$ cat src/rtl/temp_sample_ctrl_pkg.sv
// Shared definitions for the temperature sample controller.
//   temp_t        8-bit unsigned temperature in degrees
//   ctrl_state_t  sequencer states
//   CFG_TH_*      cfg_sel encodings for the two threshold registers
//   hi_clear_level / lo_clear_level  alarm release levels with hysteresis,
//                 worked at 9 bits and saturated at 0 / 255
package temp_sample_ctrl_pkg;

   typedef logic [7:0] temp_t;

   typedef enum logic [2:0] {
      IDLE,
      WAIT,
      REQ,
      CAPTURE,
      EVAL
   } ctrl_state_t;

   localparam logic CFG_TH_HI = 1'b0;
   localparam logic CFG_TH_LO = 1'b1;

   // Level below which a high alarm releases; never goes negative.
   function automatic logic [8:0] hi_clear_level(input temp_t th, input logic [8:0] hyst);
      logic [8:0] th9;
      th9 = {1'b0, th};
      return (th9 >= hyst) ? (th9 - hyst) : 9'd0;
   endfunction

   // Level above which a low alarm releases; clipped to the 8-bit range.
   // The sum fits in 9 bits as long as the hysteresis is below 256.
   function automatic logic [8:0] lo_clear_level(input temp_t th, input logic [8:0] hyst);
      logic [8:0] sum9;
      sum9 = {1'b0, th} + hyst;
      return (sum9 > 9'd255) ? 9'd255 : sum9;
   endfunction

endpackage

$ cat src/rtl/temp_sample_ctrl_sample_timer.sv
// Timing helper for the sample sequencer.
//   clk, reset     clock and asynchronous active-low reset
//   run            period counter runs while high, held at 0 while low
//   wrap           high in the last cycle of every period
//   to_clear       restart the response timeout (asserted in the request cycle)
//   to_run         advance the timeout counter (asserted while waiting for data)
//   to_expired     high in the last cycle the sensor may still answer
module sample_timer #(
   parameter int PERIOD  = 1000,
   parameter int TIMEOUT = 16
) (
   input  logic clk,
   input  logic reset,
   input  logic run,
   input  logic to_clear,
   input  logic to_run,
   output logic wrap,
   output logic to_expired
);

   localparam int PW = (PERIOD > 1) ? $clog2(PERIOD) : 1;
   localparam int TW = $clog2(TIMEOUT + 1);
   localparam logic [PW-1:0] PER_LAST = PW'(PERIOD - 1);
   localparam logic [TW-1:0] TO_LAST  = TW'(TIMEOUT - 1);

   logic [PW-1:0] per_cnt;
   logic [TW-1:0] to_cnt;

   // Free-running period counter; it keeps wrapping while the loop is active
   // so requests stay evenly spaced no matter how long a capture takes.
   always_ff @(posedge clk or negedge reset) begin
      if (!reset) begin
         per_cnt <= '0;
      end else if (!run || per_cnt == PER_LAST) begin
         per_cnt <= '0;
      end else begin
         per_cnt <= per_cnt + PW'(1);
      end
   end

   assign wrap = run && (per_cnt == PER_LAST);

   // The timeout counter holds the number of cycles elapsed since the request.
   // The request cycle itself is cycle 0, so a clear loads 1 for the next cycle,
   // and the count saturates at its last legal value.
   always_ff @(posedge clk or negedge reset) begin
      if (!reset) begin
         to_cnt <= '0;
      end else if (to_clear) begin
         to_cnt <= TW'(1);
      end else if (to_run && !to_expired) begin
         to_cnt <= to_cnt + TW'(1);
      end
   end

   assign to_expired = (to_cnt == TO_LAST);

endmodule

$ cat src/rtl/temp_sample_ctrl.sv
// Temperature sensor sequencer: periodic sample requests, averaging of
// 2**AVG_LOG2 readings, hysteretic high/low alarms and a sticky timeout fault.
//   clk, reset        clock and asynchronous active-low reset
//   enable            run the sampling loop; low parks the sequencer in IDLE
//   sample_req        one-cycle request pulse to the sensor
//   sample_valid      sensor reading strobe, sample_temp carries the value
//   cfg_we/cfg_sel    threshold write (0 = high threshold, 1 = low threshold)
//   cfg_wdata         threshold value
//   avg_temp          last completed average, avg_valid pulses when it updates
//   alarm_hi/alarm_lo over/under temperature flags
//   sensor_fault      sticky flag, set on a response timeout, cleared by cfg_we
module temp_sample_ctrl
   import temp_sample_ctrl_pkg::*;
#(
   parameter int SAMPLE_PERIOD = 1000,
   parameter int TIMEOUT       = 16,
   parameter int AVG_LOG2      = 3,
   parameter int HYST          = 4,
   parameter int TH_HI_RST     = 200,
   parameter int TH_LO_RST     = 20
) (
   input  logic  clk,
   input  logic  reset,
   input  logic  enable,
   output logic  sample_req,
   input  logic  sample_valid,
   input  temp_t sample_temp,
   input  logic  cfg_we,
   input  logic  cfg_sel,
   input  temp_t cfg_wdata,
   output temp_t avg_temp,
   output logic  avg_valid,
   output logic  alarm_hi,
   output logic  alarm_lo,
   output logic  sensor_fault
);

   localparam int AW = 8 + AVG_LOG2;
   localparam int CW = AVG_LOG2 + 1;
   localparam logic [CW-1:0] N_SAMPLES = CW'(1 << AVG_LOG2);
   localparam logic [8:0]    HYST9     = 9'(HYST);

   ctrl_state_t   state, state_next;
   logic [AW-1:0] acc;
   logic [CW-1:0] cnt;
   temp_t         th_hi, th_lo;
   logic          wrap, to_expired;

   logic [AW-1:0] acc_sum;
   logic [CW-1:0] cnt_inc;
   logic          take, last, timeout;
   temp_t         avg_next, th_hi_use, th_lo_use;
   logic [8:0]    avg9;
   logic          hi_next, lo_next;

   sample_timer #(
      .PERIOD  (SAMPLE_PERIOD),
      .TIMEOUT (TIMEOUT)
   ) u_timer (
      .clk        (clk),
      .reset      (reset),
      .run        (enable && (state != IDLE)),
      .to_clear   (state == REQ),
      .to_run     (state == CAPTURE),
      .wrap       (wrap),
      .to_expired (to_expired)
   );

   // Datapath decode. The final reading of a batch updates the results on the
   // same edge that enters EVAL, so they are visible together with avg_valid.
   assign acc_sum  = acc + AW'(sample_temp);
   assign cnt_inc  = cnt + CW'(1);
   assign take     = enable && (state == CAPTURE) && sample_valid;
   assign last     = take && (cnt_inc == N_SAMPLES);
   assign timeout  = enable && (state == CAPTURE) && !sample_valid && to_expired;
   assign avg_next = acc_sum[AW-1:AVG_LOG2];
   assign avg9     = {1'b0, avg_next};

   // A threshold written in the final capture cycle is forwarded so it counts
   // for the evaluation happening on that same edge.
   assign th_hi_use = (cfg_we && cfg_sel == CFG_TH_HI) ? cfg_wdata : th_hi;
   assign th_lo_use = (cfg_we && cfg_sel == CFG_TH_LO) ? cfg_wdata : th_lo;

   // Alarm decisions: set at the threshold, release only past the hysteresis band.
   always_comb begin
      hi_next = alarm_hi;
      lo_next = alarm_lo;
      if (avg9 >= {1'b0, th_hi_use}) begin
         hi_next = 1'b1;
      end else if (avg9 < hi_clear_level(th_hi_use, HYST9)) begin
         hi_next = 1'b0;
      end
      if (avg9 <= {1'b0, th_lo_use}) begin
         lo_next = 1'b1;
      end else if (avg9 > lo_clear_level(th_lo_use, HYST9)) begin
         lo_next = 1'b0;
      end
   end

   // Sequencer state register.
   always_ff @(posedge clk or negedge reset) begin
      if (!reset) begin
         state <= IDLE;
      end else begin
         state <= state_next;
      end
   end

   // Next-state logic; dropping enable parks the sequencer from any state.
   always_comb begin
      state_next = state;
      unique case (state)
         IDLE:    state_next = WAIT;
         WAIT:    if (wrap) state_next = REQ;
         REQ:     state_next = CAPTURE;
         CAPTURE: begin
            if (sample_valid) begin
               state_next = (cnt_inc == N_SAMPLES) ? EVAL : WAIT;
            end else if (to_expired) begin
               state_next = WAIT;
            end
         end
         EVAL:    state_next = WAIT;
         default: state_next = IDLE;
      endcase
      if (!enable) begin
         state_next = IDLE;
      end
   end

   // State-decoded strobes.
   always_comb begin
      sample_req = 1'b0;
      avg_valid  = 1'b0;
      if (state == REQ) begin
         sample_req = 1'b1;
      end
      if (state == EVAL) begin
         avg_valid = 1'b1;
      end
   end

   // Accumulator and sample count. A timed-out sample leaves both untouched;
   // a disable or a finished batch clears them.
   always_ff @(posedge clk or negedge reset) begin
      if (!reset) begin
         acc <= '0;
         cnt <= '0;
      end else if (!enable || state == EVAL) begin
         acc <= '0;
         cnt <= '0;
      end else if (take) begin
         acc <= acc_sum;
         cnt <= cnt_inc;
      end
   end

   // Published average and alarms only change when a full batch completes.
   always_ff @(posedge clk or negedge reset) begin
      if (!reset) begin
         avg_temp <= '0;
         alarm_hi <= 1'b0;
         alarm_lo <= 1'b0;
      end else if (last) begin
         avg_temp <= avg_next;
         alarm_hi <= hi_next;
         alarm_lo <= lo_next;
      end
   end

   // Threshold registers, writable in any state.
   always_ff @(posedge clk or negedge reset) begin
      if (!reset) begin
         th_hi <= 8'(TH_HI_RST);
         th_lo <= 8'(TH_LO_RST);
      end else if (cfg_we) begin
         if (cfg_sel == CFG_TH_HI) begin
            th_hi <= cfg_wdata;
         end else begin
            th_lo <= cfg_wdata;
         end
      end
   end

   // Sticky fault: a timeout takes priority over a simultaneous clearing write.
   always_ff @(posedge clk or negedge reset) begin
      if (!reset) begin
         sensor_fault <= 1'b0;
      end else if (timeout) begin
         sensor_fault <= 1'b1;
      end else if (cfg_we) begin
         sensor_fault <= 1'b0;
      end
   end

endmodule

$ cat config.mk
export PLATFORM = sky130hd
export DESIGN_NAME = temp_sample_ctrl
export DESIGN_NICKNAME = d
export VERILOG_FILES = /design/src/rtl/temp_sample_ctrl_pkg.sv /design/src/rtl/temp_sample_ctrl_sample_timer.sv /design/src/rtl/temp_sample_ctrl.sv
export SDC_FILE = /design/constraint.sdc
export NUM_CORES = 1
export LEC_CHECK = 0
export CAP_MARGIN = 15
export CORE_MARGIN = 8
export CORE_UTILIZATION = 33
export CTS_CLUSTER_DIAMETER = 50
export CTS_CLUSTER_SIZE = 10
export DETAILED_ROUTE_END_ITERATION = 10
export GPL_TIMING_DRIVEN = 0
export MAX_ROUTING_LAYER = met4
export PLACE_DENSITY = 0.49
export RECOVER_POWER = 50
export SLEW_MARGIN = 15
export SYNTH_ARGS = -nofsm -noshare
export SYNTH_HDL_FRONTEND = slang
export SYNTH_SLANG_ARGS = --single-unit
$ cat constraint.sdc
create_clock -name clk -period 8.7 [get_ports clk]
set_input_delay 0.87 -clock clk [delete_from_list [all_inputs] [get_ports clk]]
set_output_delay 0.87 -clock clk [all_outputs]
set_load 0.01 [all_outputs]
==> results.py, run 1 <==
metrics = {
    "worst_setup_path": {
        "worstPathRequired_ps": 8910,
        "worstSetupStartpointType": "input port",
        "end_kind": "register",
        "critPathKind": "in2reg",
        "cp.arrival_ps": 4520,
        "cp_slowest_cell": "clkdlybuf4s50_1",
        "max_stage_delay_ps": 420,
        "cp_cell_sequence": "clkdlybuf4s50_1 -> ha_1 -> fa_1 -> a21o_1 -> a21oi_1 -> o211ai_1 -> nand4_1 -> xor2_1 -> inv_1 -> ha_1 -> a2111oi_0 -> o21ai_0 -> nor2_1 -> o2bb2ai_1 -> a211oi_2 -> o2bb2ai_1",
        "path_max_fanout": 4,
    },
    "synthesis": {
        "synthArstFlopShare_pct": 100.0,
        "syn_avg_cell_area_um2": 9.758,
        "ys_seq_area_share_pct": 38.34,
        "yosysMostFrequentCell": "dfrtp_1",
        "yosysWarningCount": 0,
        "yosys-top-cells-count": "55 x dfrtp_1, 46 x ha_1, 42 x nand2_1",
        "synthCells": 403,
        "synthesis.nets": 472,
        "synthTopCellsByArea": "dfrtp_1 35%, ha_1 15%, nand2_1 4.0%",
        "netlist.area_leader.share_pct": 35.00,
        "synth_seq_cells": 60,
        "synth_edf_count": 0,
        "syn_area_mm2": 0.003933,
        "synth_ff_type": "dfrtp_1",
        "synth_top_area_cell": "dfrtp_1",
        "synth_cell_types": 53,
    },
    "place": {
        "dpl.hpwl_um": 7201,
        "routabilityCongestion": 0.8185,
        "dpl_cell_area_mm2": 0.004482,
        "io_buffers": 34,
    },
    "grt": {
        "grtUsageTotal_pct": 13.20,
        "grt_pass1_wl_um": 16220,
        "grt.overflow.total": 0,
        "antenna_found_initial": 0,
        "grt_max_degree": 41,
        "gr-max-usage-layer": "met2",
        "grt_pass1_vias": 3235,
        "grt_use_met1_pct": 16.89,
        "met3_usage_pct": 2.040,
        "met2_usage_pct": 20.29,
    },
    "sta": {
        "maxSlewHeadroom_pct": -51.43,
        "max_freq_mhz": 232.0,
        "hold_violations": 0,
        "worst_slew_pin_slew_ps": 2271,
        "timing.setup.tns_ps": 0,
        "finalWorstPathRequiredPeriod_ps": 4310,
        "layout_worst_path_cycle_share_pct": 49.54,
        "grt_setup_unrepaired": "no",
        "finClkSkew_ps": 4.564,
        "setup_viol": 0,
        "slew_violations": 52,
    },
    "floorplan": {
        "die_x_um": 125.2,
        "core-area_mm2": 0.01181,
        "start_util_pct": 33.29,
        "num_io_pins": 35,
        "dieHeight_um": 125.2,
        "fp-row-count": 40,
        "fp.dieArea_mm2": 0.01567,
    },
    "layout": {
        "register_area_mm2": 0.001508,
        "diodes": 0,
        "final_net_count": 518,
        "drive_above_1_share_pct": 10.15,
        "final_cell_area_mm2": 0.004732,
        "nFillCells": 1179,
        "area_delta_synth_final_pct": 20.33,
        "multi_input_area_mm2": 0.002298,
    },
    "routing": {
        "drt_iter0_drc": 201,
        "postRouteAntennaNets": 0,
        "totalWireLength_um": 9658,
        "dr.pass1.iters": 4,
        "avgRoutedWirePerCell_um": 16.10,
        "route.detailed.drc": 0,
        "vias": 3100,
        "routed_via_density": 5.167,
    },
    "status": {
        "outcome": "finished with violations",
        "violations": "capacitance limit, slew limit",
    },
    "cts": {
        "cts_tree": "yes",
        "cts_made_buffers": 9,
        "clk_latency_ps": 330,
        "cts_hold_buf": 0,
        "cts_resized": 0,
        "clockRootBuffer": "clkbuf_16",
        "cts.clk_slew.worst_paths_ps": 60,
        "cts_max_level": 3,
        "cts_sinks": 60,
        "postCtsSetupBuffers": 0,
        "ctsLongestPathBuffers": 2,
    },
    "hold_path": {
        "min_path_type": "reg2reg",
    },
    "power": {
        "power_density_mw_per_mm2": 166.1,
        "power.static_leakage_nw": 2.189,
        "peakVddDrop_mv": 0.08149,
    },
    "run": {
        "maxCapViolCount": 2,
    },
}
## state kept, by name, summed over array words and instances, names as in the netlist
signal           cells
th_hi                8
acc                 11
sensor_fault         1
alarm_hi             1
alarm_lo             1
u_timer.per_cnt     10
state                3
avg_temp             8
cnt                  4
u_timer.to_cnt       5
th_lo                8
## through the flow
| step | cells | utilization [%] | worst slack, ps | hold slack [ps] | total power, mW |
|---|---|---|---|---|---|
| floorplan | 403 | - | 5039 | 425.1 | 0.4057 |
| global placement | 584 | 37.73 | 3984 | 438.7 | 0.4509 |
| detailed placement | 585 | 37.94 | 4033 | 447.0 | 0.4567 |
| CTS | 600 | 40.30 | 4368 | 432.8 | 0.8013 |
| global route | 600 | 40.06 | 4036 | 465.8 | 0.8335 |
| finish | 600 | 40.06 | 4390 | 449.4 | 0.7861 |
## power breakdown
group	internal, mW	switching, mW
Combinational	0.0631	0.0847
Sequential	0.294	0.00694
Clock	0.205	0.132
Total	0.563	0.223
## kinds of logic after synthesis
family	after synthesis	synth area share (%)
AOI/OAI and AO/OA	99	16.61
muxes	23	7.063
buffers and inverters	31	3.213
and+or+nand+nor	121	14.73
DFF	60	38.34
adders and majority gates	47	15.14
xor gates and xnor gates	22	4.900
## worst paths after layout
| path | slack (ps) | depth (start not counted) | from | endpoint |
|---|---|---|---|---|
| max | 4390 | 16 | sample_temp[0] | alarm_hi |
| min | 450 | 1 | u_timer.per_cnt[0] | u_timer.per_cnt[0] |
| min reg2reg | 450 | 1 | u_timer.per_cnt[0] | u_timer.per_cnt[0] |
| min in group asynchronous | 760 | 1 | reset | u_timer.per_cnt[6] |
| max in group asynchronous | 5230 | 2 | reset | acc[3] |
| max reg2reg | 5000 | 15 | acc[0] | alarm_hi |
## placed cells by master (no fill, tap or decap), types with 7 or more instances in the layout
cell,synthesis,routed
mux2i_1,7,7
a21oi_1,18,18
a22o_1,11,11
nand2_1,42,42
clkbuf_16,0,9
xor2_1,7,7
ha_1,46,46
a21o_1,8,8
inv_1,22,22
nand3_1,9,9
mux2_2,12,12
clkdlybuf4s50_1,0,33
nand4_1,10,10
dfrtp_1,55,55
nor2_1,32,32
o21ai_0,26,26
xnor2_1,15,15
## layout make-up
cell class,count,area share [%]
Tap cell,147,3.887
Clock buffer,11,5.341
Timing Repair Buffer,35,7.139
Multi-Input combinational cell,312,48.57
Inverter,25,1.983
Sequential cell,60,31.86
Clock inverter,4,0.5288
Buffer,6,0.6875
## metal layers
metal / up-vias / wire length, um
li1: 1555 / -
met1: 1494 / 4832
met2: 40 / 4430
met3: 11 / 236
met4: 0 / 159
met5: - / 0
## critical path: cells and delay by family
family	cells	cell delay [ps]
buffers and inverters	2	620
AOI/OAI and AO/OA	8	1570
xor gates and xnor gates	1	280
adders and majority gates	3	900
and+or+nand+nor	2	270
(Power assumes the default switching activity.)
==> run 2: changes to the inputs <==
- PLACE_DENSITY: 0.49 -> 0.5
- clock period: 8.7 -> 3.85 ns (I/O delays scaled with it)
==> results.py, run 2 (synthesis results as in run 1) <==
metrics = {
    "status": {
        "outcome": "finished with violations",
        "violations": "capacitance limit, slew limit",
    },
    "sta": {
        "finClkSkew_ps": 5.321,
        "timing.setup.tns_ps": 0,
        "worst_slew_pin_slew_ps": 1641,
        "layout_worst_path_cycle_share_pct": 93.30,
        "max_freq_mhz": 278.4,
        "finalWorstPathRequiredPeriod_ps": 3592,
        "fin_ws_ps": 258.1,
        "setup_viol": 0,
        "maxSlewHeadroom_pct": -9.562,
        "hold_violations": 0,
        "slew_violations": 37,
        "grt_setup_unrepaired": "no",
    },
    "layout": {
        "largestRegisters": "acc (11), u_timer.per_cnt (10)",
        "top_register": "acc",
        "drive_above_1_share_pct": 10.96,
        "final_common_cell": "dfrtp_1",
        "largest_reg_flops": 11,
        "final_cells": 603,
        "nFillCells": 1155,
        "final_cell_mix": "55 x dfrtp_1, 46 x ha_1, 42 x nand2_1",
        "final_net_count": 521,
        "diodes": 0,
        "postLayoutCoreUtil_pct": 40.55,
        "area_delta_synth_final_pct": 21.79,
    },
    "grt": {
        "grt.overflow.total": 0,
        "grt_pass1_wl_um": 15690,
        "grtUsageTotal_pct": 12.85,
        "grt_max_degree": 37,
        "antenna_found_initial": 0,
        "grt_pass1_vias": 3173,
    },
    "worst_setup_path": {
        "worstSetupStartpointType": "input port",
        "critPathKind": "in2reg",
        "rr_worst_depth": 15,
        "cp.arrival_ps": 3800,
        "end_kind": "register",
        "reg2reg_slack_ps": 390,
        "path_max_fanout": 10,
        "worstPathRequired_ps": 4060,
        "timing.rr.start": "acc[0]",
        "r2r-end": "alarm_hi",
    },
    "cts": {
        "ctsLongestPathBuffers": 2,
        "cts.clk_slew.worst_paths_ps": 50,
        "cts_sinks": 60,
        "cts_tree": "yes",
        "cts_made_buffers": 9,
        "clockRootBuffer": "clkbuf_16",
        "clk_latency_ps": 330,
        "cts_max_level": 3,
    },
    "floorplan": {
        "start_util_pct": 33.29,
        "dieHeight_um": 125.2,
        "fp.dieArea_mm2": 0.01567,
        "num_io_pins": 35,
        "die_x_um": 125.2,
        "fp-row-count": 40,
        "core-area_mm2": 0.01181,
    },
    "power": {
        "p_comb_share_pct": 19.4,
        "seqPwrFrac_pct": 38.3,
        "peakVddDrop_mv": 0.2079,
        "p_sw_uw": 495.3,
        "p_int_mw": 1.278,
        "switching_share_pct": 27.93,
        "power_density_mw_per_mm2": 370.3,
        "power.static_leakage_nw": 2.229,
        "clock_power_share_pct": 42.3,
    },
    "routing": {
        "avgRoutedWirePerCell_um": 15.53,
        "totalWireLength_um": 9366,
        "drt_iter0_drc": 235,
        "route.detailed.drc": 0,
        "dr.pass1.iters": 4,
        "vias": 3129,
        "postRouteAntennaNets": 0,
        "routed_via_density": 5.189,
    },
    "hold_path": {
        "whs_endpoint": "sensor_fault",
        "min_path_type": "in2reg",
        "min_path_cells": 2,
        "hp-start": "cfg_we",
    },
    "run": {
        "maxCapViolCount": 1,
    },
    "place": {
        "dpl.hpwl_um": 7052,
        "dp_cells": 585,
        "place_ws_ps": -365.3,
        "io_buffers": 34,
        "routabilityCongestion": 0.8142,
    },
}
-- run 2: stage by stage --
step | power, mW | hold WS, ps | cell area (um^2)
after floorplan | 0.9169 | 89.41 | 3933
after detailed placement | 1.030 | 316.6 | 4482
after global routing | 1.879 | 467.8 | 4790
after global placement | 1.019 | 439.1 | 4457
after CTS | 1.798 | 449.7 | 4777
final | 1.774 | 432.9 | 4790
-- run 2: how the worst max path moves through the flow --
| stage | end | startpoint |
|---|---|---|
| final | alarm_hi | cfg_sel |
| after global routing | alarm_lo | cfg_sel |
| after CTS | alarm_hi | cfg_we |
| after detailed placement | alarm_hi | sample_temp[0] |
| after global placement | alarm_hi | sample_temp[0] |
| after floorplan | alarm_hi | sample_temp[0] |
-- run 2: power by group through the flow --
stage	Clock (mW)	Combinational [mW]	Sequential, mW
6_report	0.750	0.344	0.680
2_1_floorplan	0	0.230	0.687
3_5_place_dp	0	0.340	0.691
4_1_cts	0.775	0.343	0.680
5_1_grt	0.803	0.393	0.682
3_3_place_gp	0	0.329	0.690
-- run 2: per-layer routing --
| layer | vias up | part of all wire (%) | GRT usage, % |
|---|---|---|---|
| li1 | 1552 | - | - |
| met1 | 1526 | 49 | 15.80 |
| met2 | 38 | 47 | 20.10 |
| met3 | 13 | 2.1 | 2.252 |
| met4 | 0 | 2.1 | 6.232 |
| met5 | - | 0 | - |
-- run 2: timing repair --
item,4_1_cts,5_1_grt
pin swaps,0,0
resized for setup,1,5
endpoints found under the hold margin,19,0
buffers inserted,0,2
setup endpoints to repair,1,2
hold buffers,1,0
-- run 2: area by class of cell --
class | instances | area [um^2] | share of cell area, %
timing repair buffer | 38 | 374.1 | 7.811
tap | 147 | 183.9 | 3.840
multi-input combinational | 312 | 2320 | 48.43
inverter | 25 | 93.84 | 1.959
clock buffer | 11 | 252.7 | 5.277
buffer | 6 | 32.53 | 0.6792
clock inverter | 4 | 25.02 | 0.5225
sequential | 60 | 1508 | 31.48
-- run 2: worst max-delay path, cell delays in order --
cell	delay, ps
clkdlybuf4s50_1	510
nor2b_4	170
buf_6	190
mux2i_4	330
inv_1	120
ha_1	180
and4_1	160
or3_1	300
buf_2	170
nand2_1	80
ha_1	240
a2111oi_2	340
o21ai_1	160
nor2_1	110
o2bb2ai_1	140
a211oi_2	90
o2bb2ai_1	130
==> run 3: changes to the inputs <==
- ABC_CLOCK_PERIOD_IN_PS: unset -> 3850
- HOLD_SLACK_MARGIN: unset -> 0.05
==> results of run 3 <==
The final DEF is identical to that of run 2; final timing and power are the same.
